===== src/rtl/instr_prefetch_queue_if.sv =====
// Handshake bundle between an instruction source/consumer and instr_prefetch_queue.
// master drives the producer/consumer side; slave is the queue itself.
interface instr_prefetch_queue_if #(
  parameter int INS_W   = 16,
  parameter int FIELD_W = 4,
  parameter int DEPTH   = 4
);
  localparam int CNT_W = $clog2(DEPTH + 1);

  logic               flush;
  logic               in_valid;
  logic [INS_W-1:0]   ins;
  logic               in_ready;
  logic               out_valid;
  logic               out_ready;
  logic [FIELD_W-1:0] opcode;
  logic [FIELD_W-1:0] DR;
  logic [FIELD_W-1:0] SA;
  logic [FIELD_W-1:0] SB;
  logic [CNT_W-1:0]   count;

  modport master (
    output flush, in_valid, ins, out_ready,
    input  in_ready, out_valid, opcode, DR, SA, SB, count
  );

  modport slave (
    input  flush, in_valid, ins, out_ready,
    output in_ready, out_valid, opcode, DR, SA, SB, count
  );
endinterface


===== src/rtl/instr_prefetch_queue.sv =====
// Circular instruction FIFO feeding a registered decode stage (opcode/DR/SA/SB).
// No bypass: a word always spends at least one cycle in the FIFO before issue.
module instr_prefetch_queue #(
  parameter int INS_W   = 16,
  parameter int FIELD_W = 4,
  parameter int DEPTH   = 4
) (
  input  logic                  clk_main,
  input  logic                  reset,
  instr_prefetch_queue_if.slave bus
);
  localparam int PTR_W = $clog2(DEPTH);
  localparam int CNT_W = $clog2(DEPTH + 1);

  logic [INS_W-1:0] mem [DEPTH];
  logic [PTR_W-1:0] wptr;
  logic [PTR_W-1:0] rptr;
  logic [CNT_W-1:0] cnt;
  logic [INS_W-1:0] head;
  logic             enq;
  logic             load;

  always_comb begin
    bus.in_ready = (cnt < CNT_W'(DEPTH));
    bus.count    = cnt;
    head         = mem[rptr];
    enq          = bus.in_valid && bus.in_ready && !bus.flush;
    load         = (cnt != '0) && (!bus.out_valid || bus.out_ready) && !bus.flush;
  end

  // Storage is deliberately unreset; pointers/count guarantee stale entries never issue.
  always_ff @(posedge clk_main) begin
    if (enq)
      mem[wptr] <= bus.ins;
  end

  always_ff @(posedge clk_main) begin
    if (reset) begin
      wptr          <= '0;
      rptr          <= '0;
      cnt           <= '0;
      bus.out_valid <= 1'b0;
      bus.opcode    <= '0;
      bus.DR        <= '0;
      bus.SA        <= '0;
      bus.SB        <= '0;
    end else if (bus.flush) begin
      wptr          <= '0;
      rptr          <= '0;
      cnt           <= '0;
      bus.out_valid <= 1'b0;
    end else begin
      if (enq)
        wptr <= wptr + PTR_W'(1);
      if (load) begin
        rptr          <= rptr + PTR_W'(1);
        bus.out_valid <= 1'b1;
        bus.opcode    <= head[INS_W-1 -: FIELD_W];
        bus.DR        <= head[3*FIELD_W-1 -: FIELD_W];
        bus.SA        <= head[2*FIELD_W-1 -: FIELD_W];
        bus.SB        <= head[FIELD_W-1:0];
      end else if (bus.out_valid && bus.out_ready) begin
        bus.out_valid <= 1'b0;
      end
      case ({enq, load})
        2'b10:   cnt <= cnt + CNT_W'(1);
        2'b01:   cnt <= cnt - CNT_W'(1);
        default: cnt <= cnt;
      endcase
    end
  end
endmodule


===== src/flat_wrapper.sv =====
// flat-port wrapper written by rule: the top's interface ports become plain ports
module instr_prefetch_queue_flat 
#(
  parameter int INS_W   = 16,
  parameter int FIELD_W = 4,
  parameter int DEPTH   = 4
)
  (clk_main, reset, bus_flush, bus_in_valid, bus_ins, bus_out_ready, bus_in_ready, bus_out_valid, bus_opcode, bus_DR, bus_SA, bus_SB, bus_count);
  instr_prefetch_queue_if #(.INS_W(INS_W), .FIELD_W(FIELD_W), .DEPTH(DEPTH)) bus_i ();
  input  logic clk_main;
  input  logic reset;
  input wire logic [$bits(bus_i.flush)-1:0] bus_flush;
  input wire logic [$bits(bus_i.in_valid)-1:0] bus_in_valid;
  input wire logic [$bits(bus_i.ins)-1:0] bus_ins;
  input wire logic [$bits(bus_i.out_ready)-1:0] bus_out_ready;
  output wire logic [$bits(bus_i.in_ready)-1:0] bus_in_ready;
  output wire logic [$bits(bus_i.out_valid)-1:0] bus_out_valid;
  output wire logic [$bits(bus_i.opcode)-1:0] bus_opcode;
  output wire logic [$bits(bus_i.DR)-1:0] bus_DR;
  output wire logic [$bits(bus_i.SA)-1:0] bus_SA;
  output wire logic [$bits(bus_i.SB)-1:0] bus_SB;
  output wire logic [$bits(bus_i.count)-1:0] bus_count;
  assign bus_i.flush = bus_flush;
  assign bus_i.in_valid = bus_in_valid;
  assign bus_i.ins = bus_ins;
  assign bus_i.out_ready = bus_out_ready;
  assign bus_in_ready = bus_i.in_ready;
  assign bus_out_valid = bus_i.out_valid;
  assign bus_opcode = bus_i.opcode;
  assign bus_DR = bus_i.DR;
  assign bus_SA = bus_i.SA;
  assign bus_SB = bus_i.SB;
  assign bus_count = bus_i.count;
  instr_prefetch_queue #(.INS_W(INS_W), .FIELD_W(FIELD_W), .DEPTH(DEPTH)) u_core (.clk_main(clk_main), .reset(reset), .bus(bus_i));
endmodule

===== config.mk =====
export PLATFORM = sky130hd
export DESIGN_NAME = instr_prefetch_queue_flat
export DESIGN_NICKNAME = d
export VERILOG_FILES = /design/src/rtl/instr_prefetch_queue_if.sv /design/src/rtl/instr_prefetch_queue.sv /design/src/flat_wrapper.sv
export SDC_FILE = /design/constraint.sdc
export NUM_CORES = 1
export LEC_CHECK = 0
export CORE_UTILIZATION = 25
export CTS_BUF_LIST = sky130_fd_sc_hd__clkbuf_4 sky130_fd_sc_hd__clkbuf_8 sky130_fd_sc_hd__clkbuf_16
export CTS_CLUSTER_SIZE = 25
export DETAILED_ROUTE_END_ITERATION = 8
export HOLD_SLACK_MARGIN = 0.02
export PLACE_DENSITY = 0.48
export RECOVER_POWER = 50
export SYNTH_ARGS = -nofsm -noshare
export SYNTH_HDL_FRONTEND = slang
export SYNTH_SLANG_ARGS = --single-unit

===== constraint.sdc =====
create_clock -name clk_main -period 4.61 [get_ports clk_main]
set_input_delay 0.922 -clock clk_main [delete_from_list [all_inputs] [get_ports clk_main]]
set_output_delay 0.922 -clock clk_main [all_outputs]
set_load 0.01 [all_outputs]

==> out/results.txt, run 1 <==
H-tree levels: 3
Synth Register Bits: 88
Max transition margin: 24.97%
Diodes inserted: 0
Postcts setup bufs: 0
Multi-input logic area: 980.9 sq um
Root buffer cell: clkbuf_16
Post_cts resized: 0
Status: finished clean
Vias in the first global route: 1,997
Largest net degree at the start of global routing: 23
CP Launch Type: input pin
Final Setup Violations: 0
Clock skew: 0.003711 ns
GRT Overall Usage: 10.52%
Hold Path Class: reg2reg
Antenna violations before repair: 0
Crit-path max FO: 22
Place WS: 1.080 ns
Area grow syn2layout: 24.26%
Starting DRT DRC Count: 122
Die ar.: 14,590 sq um
Vias: 1,955
Total Power: 1.655 mW
CTS tree: built
Worst-Margin Slew: 1.124 ns
Synth warnings: 0
Global-route wire length before repair: 11,050 um
Routed WL per cell: 16.07 um
FMAX: 0.3065 GHz
Final ANT Viol Nets: 0
Cell Rows: 43
Critical path launch point: bus_flush
Register cell area after layout: 2402 sq um
CTS Buffer Depth: 2
Nets: 284
DP Cell Count: 426
Area share of the largest cell type after synthesis: 54.47%
Worst vdd ir: 0.0002249 V
Mapped Area: 3528 sq um
Synth Area per Inst: 16.26 sq um
CTS clk-pin slew, worst paths: 0.06 ns
Register area share after synthesis: 68.09%
Initial Util: 25.52%
Period utilization: 70.78%
Crit path capture: u_core.bus.count[2]
P_leak: 1.423 nW
Hold Fails Final Rpt: 0
Die width: 120.8 um
DR DRC count: 0
Total wire length: 7085 um
Vias per inst: 4.433
Num CTS Buffers: 9
Max-slew violations: 0
RR Startpoint: u_core.bus.count[2]
Post-Syn Nets: 244
Clock sink count: 88
Fin crit period: 3.263 ns
Cells after Synth: 217
Count of different cell masters after synthesis: 32
CP Data Required Time: 4.88 ns
Dominant cell type by area after synthesis: edfxtp_1
Maxcap violations: 0
TNS Setup: 0 ns
Hold Crit Start: u_core.bus.opcode[3]
Skew-Pair Late Insertion Delay: 0.34 ns
Number of port buffers: 41
Num ports: 42
Die H: 120.8 um
R2R Path End: u_core.bus.count[2]
Hold buffer count at CTS: 0
GRT overflow: 0
First-pass DRT Iterations: 4
Post-Layout Cell Count: 441
# fillers: 1,343
Critical Path AT: 3.53 ns
Worst setup EP type: register
Worst setup margin: 1.347 ns
PwrDens: 377.5 nW/um^2
Gpl congestion: 0.6839
Post-DP HPWL: 4519 um
Core area: 13,830 sq um
R2r setup slk: 2.34 ns
RSZ-0062 raised after global routing: false
Ranking of synthesized cells by area: edfxtp_1 (54%), dfxtp_1 (14%), mux4_1 (6.7%), mux4_2 (4.5%), o31ai_1 (3.6%)
WS Path Type: in2reg
Layout cell share with drive strength beyond 1: 11.11%
R2R depth: 9
==> registers in the layout, indices dropped and copies added (netlist names) <==
signal	flops
u_core.mem	64
u_core.bus.DR	4
u_core.bus.SA	4
u_core.bus.SB	4
u_core.bus.opcode	4
u_core.bus.count	3
u_core.rptr	2
u_core.wptr	2
u_core.bus.out_valid	1
==> worst min-delay path by stage <==
| stage | to | depth (start not counted) | slack [ns] |
|---|---|---|---|
| floorplan | u_core.bus.DR[0] | 2 | 0.49 |
| global placement | u_core.bus.DR[1] | 2 | 0.46 |
| detailed placement | u_core.bus.DR[1] | 2 | 0.46 |
| CTS | u_core.bus.DR[1] | 2 | 0.47 |
| global route | u_core.bus.opcode[3] | 2 | 0.49 |
| finish | u_core.bus.opcode[3] | 2 | 0.47 |
==> per-stage QoR <==
stage | util (%) | instance area (sq um) | hold WS (ns)
detailed placement | 29.64 | 4098 | 0.4640
finish | 31.71 | 4384 | 0.4658
global placement | 29.64 | 4098 | 0.4599
global route | 31.71 | 4384 | 0.4866
CTS | 31.71 | 4384 | 0.4721
floorplan | - | 3528 | 0.4928
==> synth_stat cells <==
master,instances
a21oi_1,20
clkbuf_1,4
buf_2,8
buf_4,1
nor2_1,7
mux4_2,7
mux2_1,1
edfxtp_1,64
nor2b_1,1
nor3b_2,1
mux4_1,9
clkinv_1,1
fa_1,1
or3_1,2
nand4_1,17
dfxtp_1,24
and2_1,4
buf_12,1
nand2b_1,1
mux2i_1,1
nor3_1,2
clkbuf_4,1
buf_1,1
or4_1,1
inv_1,8
ha_1,5
or2_2,1
o21ai_0,1
buf_6,2
xnor2_1,1
o31ai_1,17
xor2_1,2
==> critical path: stages <==
cell	delay [ns]
dlygate4sd3_1	1.06
nor3b_2	0.22
inv_1	0.10
ha_1	0.18
inv_1	0.06
fa_1	0.37
xor2_1	0.16
or3_1	0.30
a21oi_1	0.15
==> cell type report <==
class,count,area share [%]
repair buffers,47,10.39
well taps,180,5.137
inverters,9,0.7705
flip-flops and latches,88,54.79
clock inverters,6,1.398
multi-input cells,102,22.37
clock buffers,9,5.137
==> logic make-up after synthesis <==
| group | after synthesis | share of synthesized area, % |
|---|---|---|
| flip-flops | 88 | 68.08 |
| AO/OA/AOI/OAI | 38 | 6.596 |
| AND/OR/NAND/NOR | 37 | 6.206 |
| buffers and inverters | 27 | 4.255 |
| multiplexers | 18 | 11.77 |
| adder cells (fa/ha/maj) | 6 | 2.340 |
| XOR/XNOR | 3 | 0.7448 |
==> power breakdown <==
group / total, mW / internal (mW) / switching [mW]
Sequential: 0.869 / 0.862 / 0.00659
Clock: 0.704 / 0.414 / 0.291
Combinational: 0.0821 / 0.0364 / 0.0457
==> layer usage <==
layer / up-vias / routed length (um) / GRT usage, %
met5: - / 0 / 0
met4: 0 / 92 / 3.704
met3: 8 / 305 / 4.198
met2: 39 / 3317 / 16.27
met1: 971 / 3370 / 13.28
li1: 937 / - / -
==> placed cells by master, fill, tap and decap left out <==
cell,count
a21oi_1,20
and2_1,4
buf_4,6
bufinv_16,1
clkbuf_16,9
clkdlybuf4s50_1,3
clkinv_1,3
clkinv_4,1
clkinvlp_4,2
dfxtp_1,24
dlygate4sd3_1,38
edfxtp_1,64
fa_1,1
ha_1,5
inv_1,8
mux2_1,1
mux2i_1,1
mux4_1,9
mux4_2,7
nand2b_1,1
nand4_1,17
nor2_1,7
nor2b_1,1
nor3_1,1
nor3_2,1
nor3b_2,1
o21ai_0,1
o31ai_1,17
or2_2,1
or3_1,2
or4_1,1
xnor2_1,1
xor2_1,2
Note: power is estimated with default switching activity, not from simulation.
==> run 2, diff against run 1 <==
- clock period: 4.61 -> 3.2 ns (I/O delays scaled with it)
==> out/results.txt, run 2 (synthesis gave the netlist of run 1 again) <==
Num ports: 42
Cell Chain, Critical Path: dlygate4sd3_1 -> clkbuf_1 -> or2_0 -> nor2_1 -> mux2_1
CP Launch Type: input pin
Status: finished clean
Vias per inst: 4.364
Core area: 13,830 sq um
Final Setup Violations: 0
Worst setup EP type: register
Postcts setup bufs: 0
Cell Rows: 43
# fillers: 1,350
GRT Overall Usage: 10.65%
Die H: 120.8 um
Routed WL per cell: 15.80 um
WS Path Type: in2reg
Largest reg by FF count: u_core.mem
H-tree levels: 3
CP max stage cell: clkbuf_1
Max transition margin: 39.92%
Total Power: 2.384 mW
Worst-Margin Slew: 0.9012 ns
CTS tree: built
Clock sink count: 88
Largest net degree at the start of global routing: 21
DR DRC count: 0
Vias in the first global route: 1,990
Global-route wire length before repair: 11,300 um
Largest register FFs: 64
Hold buffer count at CTS: 0
PwrDens: 538.3 nW/um^2
CP Data Required Time: 3.41 ns
Highest cell delay on the worst timing path: 0.70 ns
Most common cell after layout, fill and taps aside: edfxtp_1
Num CTS Buffers: 9
Multi-input logic area: 980.9 sq um
P_leak: 1.447 nW
TNS Setup: 0 ns
RSZ-0062 raised after global routing: false
CTS clk-pin slew, worst paths: 0.06 ns
Min Hold Slack: 0.4660 ns
Die ar.: 14,590 sq um
Hold Fails Final Rpt: 0
Post-DP HPWL: 4594 um
Skew-Pair Late Insertion Delay: 0.33 ns
Post_cts resized: 0
Clock skew: 0.006269 ns
Number of port buffers: 41
Antenna violations before repair: 1
Initial Util: 25.52%
Starting DRT DRC Count: 149
Nets: 290
Fin util: 32.02%
Maxcap violations: 0
Final ANT Viol Nets: 0
GRT overflow: 0
Critical Path AT: 2.88 ns
Hold Path Class: reg2reg
Period utilization: 83.34%
Max-slew violations: 0
Gpl congestion: 0.6991
Register cell area after layout: 2402 sq um
Crit-path max FO: 20
R2r setup slk: 1.07 ns
Worst vdd ir: 0.0002351 V
Total wire length: 7078 um
Root buffer cell: clkbuf_16
Vias: 1,955
Die width: 120.8 um
First-pass DRT Iterations: 4
Area grow syn2layout: 25.50%
FMAX: 0.3750 GHz
Layout cell share with drive strength beyond 1: 12.73%
CTS Buffer Depth: 2
Fin crit period: 2.667 ns
Commonest non-fill, non-tap cells in the layout: edfxtp_1 (64), dlygate4sd3_1 (34), dfxtp_1 (24), a21oi_1 (20)
## run 2: cell types whose count changed in the layout (fill, tap and decap cells not counted), sizes merged
cell	change
diode	+1
clkinv	-1
buf	+5
clkinvlp	-1
clkbuf	+3
clkdlybuf4s50	+4
dlygate4sd3	-4
## run 2: report_power, final
| group | total, mW | switching [mW] | internal (mW) | leakage [nW] |
|---|---|---|---|---|
| sequential | 1.25 | 0.00911 | 1.24 | 0.775 |
| clock | 1.01 | 0.396 | 0.614 | 0.140 |
| combinational | 0.122 | 0.0665 | 0.0557 | 0.532 |
| total | 2.38 | 0.472 | 1.91 | 1.45 |
## run 2: path summary, 6_finish.rpt
kind / from / end / cells after the start
max: bus_flush / u_core.rptr[1] / 5
min: u_core.bus.DR[1] / u_core.bus.DR[1] / 2
max reg2reg: u_core.rptr[0] / u_core.bus.opcode[3] / 4
min reg2reg: u_core.bus.DR[1] / u_core.bus.DR[1] / 2
## run 2: layout make-up
type	count	area share [%]
flip-flops and latches	88	54.25
multi-input cells	102	22.15
repair buffers	53	11.22
clock buffers	11	5.425
well taps	180	5.086
clock inverters	4	1.045
inverters	9	0.7629
diodes	1	0.05651
## run 2: worst max-delay path: cells and delay by family
family	cells	cell delay [ns]
buf+inv	2	1.29
simple gates	2	0.64
mux	1	0.30
## run 2: through the flow
stage               cell area [sq um]  instances  setup WS [ns]
detailed placement               4143        432         0.5497
finish                           4428        448         0.5333
global placement                 4143        432         0.5807
global route                     4428        448         0.3662
floorplan                        3528        217         0.7621
CTS                              4429        447         0.8890
## run 2: metal layers
layer  share of wire (%)  GRT usage, %  vias up
li1                    -             -      952
met1                  49         13.99      952
met2                  45         16.49       43
met3                 4.9         2.972        8
met4                 1.5         4.398        0
met5                   0             0        -
